**src/rtl/noc_inject_arbiter.sv**
```systemverilog
// noc_inject_arbiter
// Shares one ring-router local input port among NUM_REQ flit-level requesters.
// A requester is granted round-robin and keeps the port until its tail flit is
// sent. The block owns the credit counter for the router input buffer and
// presents each accepted flit to the router one cycle after it is accepted.
module noc_inject_arbiter #(
    parameter int NUM_REQ           = 4,
    parameter int FLIT_WIDTH        = 128,
    parameter int DEST_WIDTH        = 6,
    parameter int FLIT_BUFFER_DEPTH = 4
) (
    input  logic                          clk,
    input  logic                          rst,
    input  logic [NUM_REQ-1:0]            req_valid,
    output logic [NUM_REQ-1:0]            req_ready,
    input  logic [NUM_REQ*FLIT_WIDTH-1:0] req_data,
    input  logic [NUM_REQ*DEST_WIDTH-1:0] req_dest,
    input  logic [NUM_REQ-1:0]            req_is_tail,
    output logic                          out_send,
    output logic [FLIT_WIDTH-1:0]         out_data,
    output logic [DEST_WIDTH-1:0]         out_dest,
    output logic                          out_is_tail,
    input  logic                          credit_in,
    output logic [$clog2(NUM_REQ)-1:0]    owner,
    output logic                          locked,
    output logic                          credit_err
);

    localparam int OW = $clog2(NUM_REQ);
    localparam int CW = $clog2(FLIT_BUFFER_DEPTH + 1);
    localparam logic [CW-1:0] CREDIT_MAX = CW'(FLIT_BUFFER_DEPTH);

    typedef enum logic [0:0] {
        ST_IDLE = 1'b0,
        ST_LOCK = 1'b1
    } state_t;

    state_t                state_r;
    logic [OW-1:0]         owner_r;
    logic [OW-1:0]         rr_ptr_r;
    logic                  locked_r;
    logic [CW-1:0]         credit_r;
    logic                  credit_err_r;
    logic                  out_send_r;
    logic [FLIT_WIDTH-1:0] out_data_r;
    logic [DEST_WIDTH-1:0] out_dest_r;
    logic                  out_is_tail_r;

    logic [NUM_REQ-1:0]    ready_s;
    logic                  xfer_s;
    logic                  has_credit_s;
    logic                  any_valid_s;
    logic [OW-1:0]         pick_s;
    logic [OW-1:0]         owner_next_s;

    // First valid requester at or after ptr, wrapping to the lowest valid one.
    function automatic logic [OW-1:0] rr_pick(input logic [NUM_REQ-1:0] valid,
                                              input logic [OW-1:0]      ptr);
        logic [OW-1:0] hi_pick;
        logic [OW-1:0] lo_pick;
        logic          hi_found;
        hi_pick  = {OW{1'b0}};
        lo_pick  = {OW{1'b0}};
        hi_found = 1'b0;
        for (int i = NUM_REQ - 1; i >= 0; i--) begin
            if (valid[i]) begin
                lo_pick = OW'(i);
                if (i >= int'(ptr)) begin
                    hi_pick  = OW'(i);
                    hi_found = 1'b1;
                end
            end
        end
        return hi_found ? hi_pick : lo_pick;
    endfunction

    assign has_credit_s = (credit_r != {CW{1'b0}});
    assign any_valid_s  = |req_valid;
    assign pick_s       = rr_pick(req_valid, rr_ptr_r);
    assign owner_next_s = (owner_r == OW'(NUM_REQ - 1)) ? {OW{1'b0}} : owner_r + OW'(1'b1);
    assign xfer_s       = |ready_s;

    // Only the locked owner may transfer, and only while the router has a free slot.
    always_comb begin
        ready_s = {NUM_REQ{1'b0}};
        if ((state_r == ST_LOCK) && has_credit_s) begin
            ready_s[owner_r] = req_valid[owner_r];
        end else begin
            ready_s = {NUM_REQ{1'b0}};
        end
    end

    // Credit counter: consumed at the transfer so the next cycle already sees it gone.
    always_ff @(posedge clk or posedge rst) begin
        if (rst) begin
            credit_r     <= CREDIT_MAX;
            credit_err_r <= 1'b0;
        end else begin
            case ({xfer_s, credit_in})
                2'b10: credit_r <= credit_r - CW'(1'b1);
                2'b01: begin
                    if (credit_r == CREDIT_MAX) begin
                        credit_err_r <= 1'b1;
                    end else begin
                        credit_r <= credit_r + CW'(1'b1);
                    end
                end
                default: credit_r <= credit_r;
            endcase
        end
    end

    // Grant FSM: pick round-robin in IDLE, hold the lock until the tail transfers.
    always_ff @(posedge clk or posedge rst) begin
        if (rst) begin
            state_r  <= ST_IDLE;
            owner_r  <= {OW{1'b0}};
            locked_r <= 1'b0;
            rr_ptr_r <= {OW{1'b0}};
        end else begin
            case (state_r)
                ST_IDLE: begin
                    if (any_valid_s) begin
                        owner_r  <= pick_s;
                        locked_r <= 1'b1;
                        state_r  <= ST_LOCK;
                    end
                end
                ST_LOCK: begin
                    if (xfer_s && req_is_tail[owner_r]) begin
                        locked_r <= 1'b0;
                        rr_ptr_r <= owner_next_s;
                        state_r  <= ST_IDLE;
                    end
                end
                default: begin
                    locked_r <= 1'b0;
                    state_r  <= ST_IDLE;
                end
            endcase
        end
    end

    // Flit output register: send pulses one cycle after a transfer, payload holds otherwise.
    always_ff @(posedge clk or posedge rst) begin
        if (rst) begin
            out_send_r    <= 1'b0;
            out_data_r    <= {FLIT_WIDTH{1'b0}};
            out_dest_r    <= {DEST_WIDTH{1'b0}};
            out_is_tail_r <= 1'b0;
        end else begin
            out_send_r <= xfer_s;
            if (xfer_s) begin
                out_data_r    <= req_data[owner_r*FLIT_WIDTH +: FLIT_WIDTH];
                out_dest_r    <= req_dest[owner_r*DEST_WIDTH +: DEST_WIDTH];
                out_is_tail_r <= req_is_tail[owner_r];
            end
        end
    end

    assign req_ready   = ready_s;
    assign out_send    = out_send_r;
    assign out_data    = out_data_r;
    assign out_dest    = out_dest_r;
    assign out_is_tail = out_is_tail_r;
    assign owner       = owner_r;
    assign locked      = locked_r;
    assign credit_err  = credit_err_r;

endmodule

```
**config.mk**
```make
export PLATFORM = sky130hd
export DESIGN_NAME = noc_inject_arbiter
export DESIGN_NICKNAME = d
export VERILOG_FILES = /design/src/rtl/noc_inject_arbiter.sv
export SDC_FILE = /design/constraint.sdc
export NUM_CORES = 1
export LEC_CHECK = 0
export ABC_AREA = 1
export ABC_CLOCK_PERIOD_IN_PS = 6100
export CORE_AREA = 2 2 265 267
export DETAILED_ROUTE_END_ITERATION = 6
export DIE_AREA = 0 0 267 269
export GPL_ROUTABILITY_DRIVEN = 0
export GPL_TIMING_DRIVEN = 0
export SLEW_MARGIN = 20
export SYNTH_ARGS = -nofsm -noshare
export SYNTH_HDL_FRONTEND = slang
export SYNTH_SLANG_ARGS = --single-unit
```
**constraint.sdc**
```tcl
create_clock -name clk -period 6.1 [get_ports clk]
set_input_delay 1.22 -clock clk [delete_from_list [all_inputs] [get_ports clk]]
set_output_delay 1.22 -clock clk [all_outputs]
set_load 0.005 [all_outputs]
```
=== Word level (Yosys, flattened, before mapping) ===
Cells that the tools add are included.

* Reductions and logical operators: 12
* Equal/unequal tests: 7
* $lt $le $gt $ge: 5
* Bitwise gates (word level): 2
* Multiply operators: 1
* Add/subtract/negate cells: 3
* Shift-type cells: 2
* Multiplexer cells: 34

{| class="wikitable"
|+ Operator list
! kind !! number
|-
| $shiftx A512 B10 Y128 || 1
|-
| $mux W2 || 12
|-
| $shiftx A24 B6 Y6 || 1
|-
| $mux W1 || 14
|-
| $reduce_and A2 Y1 || 5
|-
| $reduce_or A4 Y1 || 2
|-
| $pmux W3 S2 || 1
|-
| $and A4 B4 Y4 || 1
|-
| $bmux W1 S2 || 2
|-
| $eq A2 B2 Y1 const B || 2
|-
| $ge A1 B2 Y1 const A || 2
|-
| $mul A2 B2 Y4 const B || 1
|-
| $mux W4 || 1
|-
| $ne A2 B2 Y1 const B || 2
|-
| $pmux W1 S2 || 2
|-
| $add A3 B1 Y3 const B || 1
|-
| $eq A3 B3 Y1 const B || 1
|-
| $logic_and A1 B1 Y1 || 3
|-
| $lt A2 B3 Y1 const B || 1
|-
| $mux W3 || 1
|-
| $reduce_bool A3 Y1 || 1
|-
| $sub A3 B1 Y3 const B || 1
|-
| $add A2 B1 Y2 const B || 1
|-
| $demux W1 S2 || 1
|-
| other kinds (6) || 6
|}

* Word-level logic and storage cells: 76
* Output and inout port bits: 144
* Bits of input ports: 547
* Register bits: 146

=== Longest topological paths before layout ===
Gate-level depths: netlist of the first run.

* Depth in word-level cells: 10
* Depth in mapped cells: 18
* Depth with buffers taken out: 15

=== Worst setup path after synthesis of the first run ===
Ideal clock, no wire load.

* Kind: reg2out
* Start point: register owner_r[0], in the netlist owner[0]
* End point: output req_ready[2]
* Cell stages (with the launch flop): 9
* Path slack: 3.163 ns
* Arrival: 1.717 ns
* Path buffers: 4
* Data required time: 4.880 ns
* Cells stage by stage: dfrtp_1 > inv_2 > buf_2 > buf_2 > clkbuf_1 > buf_2 > ha_1 > nand3_1 > nor2_1

* Longest elaborated chain between the ends: 6

{| class="wikitable"
|+ RTL lines
! item !! RTL line !! text
|-
| from (decl) || 39 || <nowiki>logic [OW-1:0] owner_r;</nowiki>
|-
| from (signal assigned) || 117 || <nowiki>owner_r <= {OW{1'b0}};</nowiki>
|-
| from (signal assigned) || 124 || <nowiki>owner_r <= pick_s;</nowiki>
|-
| $lt A2 B3 Y1 (not written as such) or $ge A2 B1 Y1 (tied branches) || 87 || <nowiki>ready_s[owner_r] = req_valid[owner_r];</nowiki>
|-
| $logic_and A1 B1 Y1 (not written as such) || 87 ||
|-
| $mux W1 (not written as such) || 87 ||
|-
| $demux W1 S2 || 87 ||
|-
| $and A4 B4 Y4 (no line) (*) || n/a ||
|-
| $mux W4 (*) || 86 || <nowiki>if ((state_r == ST_LOCK) && has_credit_s) begin</nowiki>
|-
| to (decl) || 15 || <nowiki>output logic [NUM_REQ-1:0] req_ready,</nowiki>
|}

Every way passes the cells marked *; elsewhere a longest branch is shown, timed or not. The select of a mux whose other input is x is not followed.

=== Worst setup path in the final report of the first run ===
Ends and elaborated chain as after synthesis.

==> qor.yml, run 1 <==
routing:
  drtIter0Drc: 960
  drc_errors: 0
  ant_nets: 0
  drt_first_pass_iters: 5
  wl_um: 64000
  wire_per_inst_um: 20.7
  via_per_inst: 4.20
  vias: 13000
clock_tree:
  htree_levels: 4
  hold_buffers: 0
  clk_latency_ns: 0.48
  cts-root-buf: "clkbuf_16"
  cts_tree: "yes"
  clk_pin_slew_worst_paths_ns: 0.07
  clkSinkCount: 146
  post_cts_buffers: 0
  post_cts_resize_count: 0
  cts_buffer_depth: 2
  cts_buffers: 17
global_routing:
  grt_overflow: 0
  antenna_found_initial: 7
  grt_pass1_wl_um: 87700
  grt_pass1_vias: 12500
  grt_max_degree: 76
  grtUsageTotal_pct: 17.2
layout:
  fin_util_pct: 26.0
  regArea_mm2: 0.00365
  drive_gt1_share_pct: 3.81
  multi_input_area_mm2: 0.00511
  area_growth_pct: 93.3
  num-fill-cells: 7680
  nNetsFinal: 2690
floorplanning:
  rows: 97
  dieWidth_um: 267
  die_area_mm2: 0.0718
  start_util_pct: 13.5
  placeableCoreArea_mm2: 0.0693
  io_pins: 691
  die_h_um: 269
setup_path:
  worstSetupPathType: "flop to output port"
  start_kind: "flop"
  endpoint_kind: "output port"
  worst_ep_required_time_ns: 4.88
  path_max_fanout: 11
  cp.arrival_ns: 4.11
logic_synthesis:
  netlist_instances: 1428
  netlist_area_mm2: 0.00933
  syn_avg_cell_area_um2: 6.53
  yosys_warnings: 0
  netlist.area_leader.share_pct: 38.9
  synthAdderAreaFrac_pct: 0.751
  muxShareOfSynthArea_pct: 0
  synth_nets: 1980
  ys_seq_area_share_pct: 39.2
  synth_top_family_by_area: "simple AND/OR/NAND/NOR gates"
  synthSimpleGateAreaFrac_pct: 29.6
  ys_ff_latch: 146
  synth_xor_area_share_pct: 0.0939
  yosysTopAreaCell: "dfrtp_1"
  synth_cell_types: 26
  synth.area.top_cells: "dfrtp_1 (39%), nor2_1 (28%), o21ai_0 (15%), a31oi_1 (9.1%), clkbuf_1 (2.7%)"
  synth_compound_area_share_pct: 24.3
place:
  port_buffers: 690
  dp_hpwl_um: 50800
run_status:
  status: "completed"
sta:
  period_needed_ns: 5.33
  finClkSkew_ns: 0.0137
  finalCritPeriodShare_pct: 87.4
  hold_violations: 0
  fmax_mhz: 188
  relSlewSlack_pct: 26.0
  rsz0062_at_grt: "no"
  drv_slew: 0
  worstMarginPinSlew_ns: 1.11
  setup_viol: 0
  tns_ns: 0
power_and_ir_drop:
  vdd_drop_max_v: 0.000204
  p_leak_nw: 6.79
  power_density_mw_per_mm2: 512
  finalPower_w: 0.00923
flow_run:
  drv_cap: 0
min_path:
  hp-class: "flop to flop"
critical path, cell delays in order (launching register included):
cell             delay [ns]
dfrtp_1                0.50
inv_2                  0.11
buf_2                  0.44
buf_2                  0.48
clkbuf_1               0.51
buf_2                  0.46
ha_1                   0.21
nand3_1                0.12
nor2_1                 0.23
clkdlybuf4s50_1        0.55
cell type report:
| cell class | instances | share of cell area [%] |
|---|---|---|
| Buffer | 119 | 2.86 |
| Multi-Input combinational cell | 1150 | 28.4 |
| Sequential cell | 146 | 20.3 |
| Clock buffer | 17 | 2.36 |
| Timing Repair Buffer | 691 | 38.5 |
| Inverter | 13 | 0.312 |
| Antenna cell | 5 | 0.0694 |
| Tap cell | 940 | 6.53 |
| Clock inverter | 15 | 0.764 |
cells by family (layout without fill, tap and decap cells):
group	Yosys count	count (layout)
compound gates	417	417
flops	146	146
other cells	0	5
xor+xnor	1	1
buf+inv	132	855
fa+ha+maj	5	5
simple gates	727	727
final timing paths:
kind	startpoint	to	slack, ns	cells after the start
setup / recovery	owner[0]$_DFFE_PP0P_	req_ready[2]	0.77	9
hold / removal	out_is_tail$_DFFE_PP0P_	out_is_tail$_DFFE_PP0P_	0.48	2
setup reg to reg	owner[0]$_DFFE_PP0P_	out_data[68]$_DFFE_PP0P_	1.52	13
hold reg to reg	out_is_tail$_DFFE_PP0P_	out_is_tail$_DFFE_PP0P_	0.48	2
max in group asynchronous	rst	state_r$_DFF_PP0_	3.98	3
min in group asynchronous	rst	out_data[12]$_DFFE_PP0P_	1.19	2
Yosys cell counts (all sizes together):
master / instances
nand4: 1
a31oi: 135
clkbuf: 66
a21oi: 3
dfstp: 1
o21bai: 1
ha: 4
nand2: 27
nand3: 12
dfrtp: 145
o31ai: 2
a21boi: 1
inv: 13
nor2: 687
fa: 1
xor2: 1
buf: 53
o2111ai: 1
o21ai: 274
power by group:
part / internal (W) / leakage [nW] / switching, W / total (W)
registers: 0.00152 / 1.62 / 0.000336 / 0.00186
clock network: 0.000542 / 0.276 / 0.000556 / 0.00110
logic: 0.00245 / 4.90 / 0.00383 / 0.00627
cell usage in the layout (no fill, tap or decap), types with 3 or more instances in the layout:
cell type / synthesis / routed
a21oi_1: 3 / 3
a31oi_1: 135 / 135
buf_1: 15 / 14
buf_2: 31 / 32
buf_4: 7 / 7
clkbuf_1: 66 / 64
clkbuf_16: 0 / 17
clkdlybuf4s50_1: 0 / 690
dfrtp_1: 145 / 145
diode_2: 0 / 5
ha_1: 4 / 4
inv_1: 11 / 10
inv_6: 0 / 7
inv_8: 0 / 6
nand2_1: 25 / 25
nand3_1: 12 / 12
nor2_1: 685 / 685
o21ai_0: 272 / 272
metrics by stage:
stage	hold slack, ns	cell area [um2]	setup WS [ns]	cells
floorplan	0.465	9330	0.959	1428
global placement	0.461	17400	-2.24	3058
detailed placement	0.462	17400	1.19	3059
CTS	0.480	18000	0.613	3091
global route	0.501	18000	0.526	3091
finish	0.482	18000	0.771	3096
state kept, by name (all words and copies together) (netlist names):
register / cells
out_dest: 6
out_is_tail: 1
out_send: 1
credit_err: 1
locked: 1
out_data: 128
credit_r: 3
state_r: 1
owner: 2
rr_ptr_r: 2
layer usage:
layer,share of wire (%),vias to the layer above,global-route usage [%]
li1,-,6197,-
met1,43,6064,21.9
met2,46,642,27.5
met3,7.8,88,4.67
met4,3.1,4,6.76
met5,0.036,-,0
No activity file was read; power rests on OpenSTA's default activity.
==> run 2, diff against run 1 <==
--- a/config.mk
+++ b/config.mk
@@ -12,6 +12,7 @@
 export DIE_AREA = 0 0 267 269
 export GPL_ROUTABILITY_DRIVEN = 0
 export GPL_TIMING_DRIVEN = 0
+export HOLD_SLACK_MARGIN = 0.15
 export SLEW_MARGIN = 20
 export SYNTH_ARGS = -nofsm -noshare
 export SYNTH_HDL_FRONTEND = slang
==> results of run 2 <==
The final DEF is identical to that of run 1; final timing and power are the same.
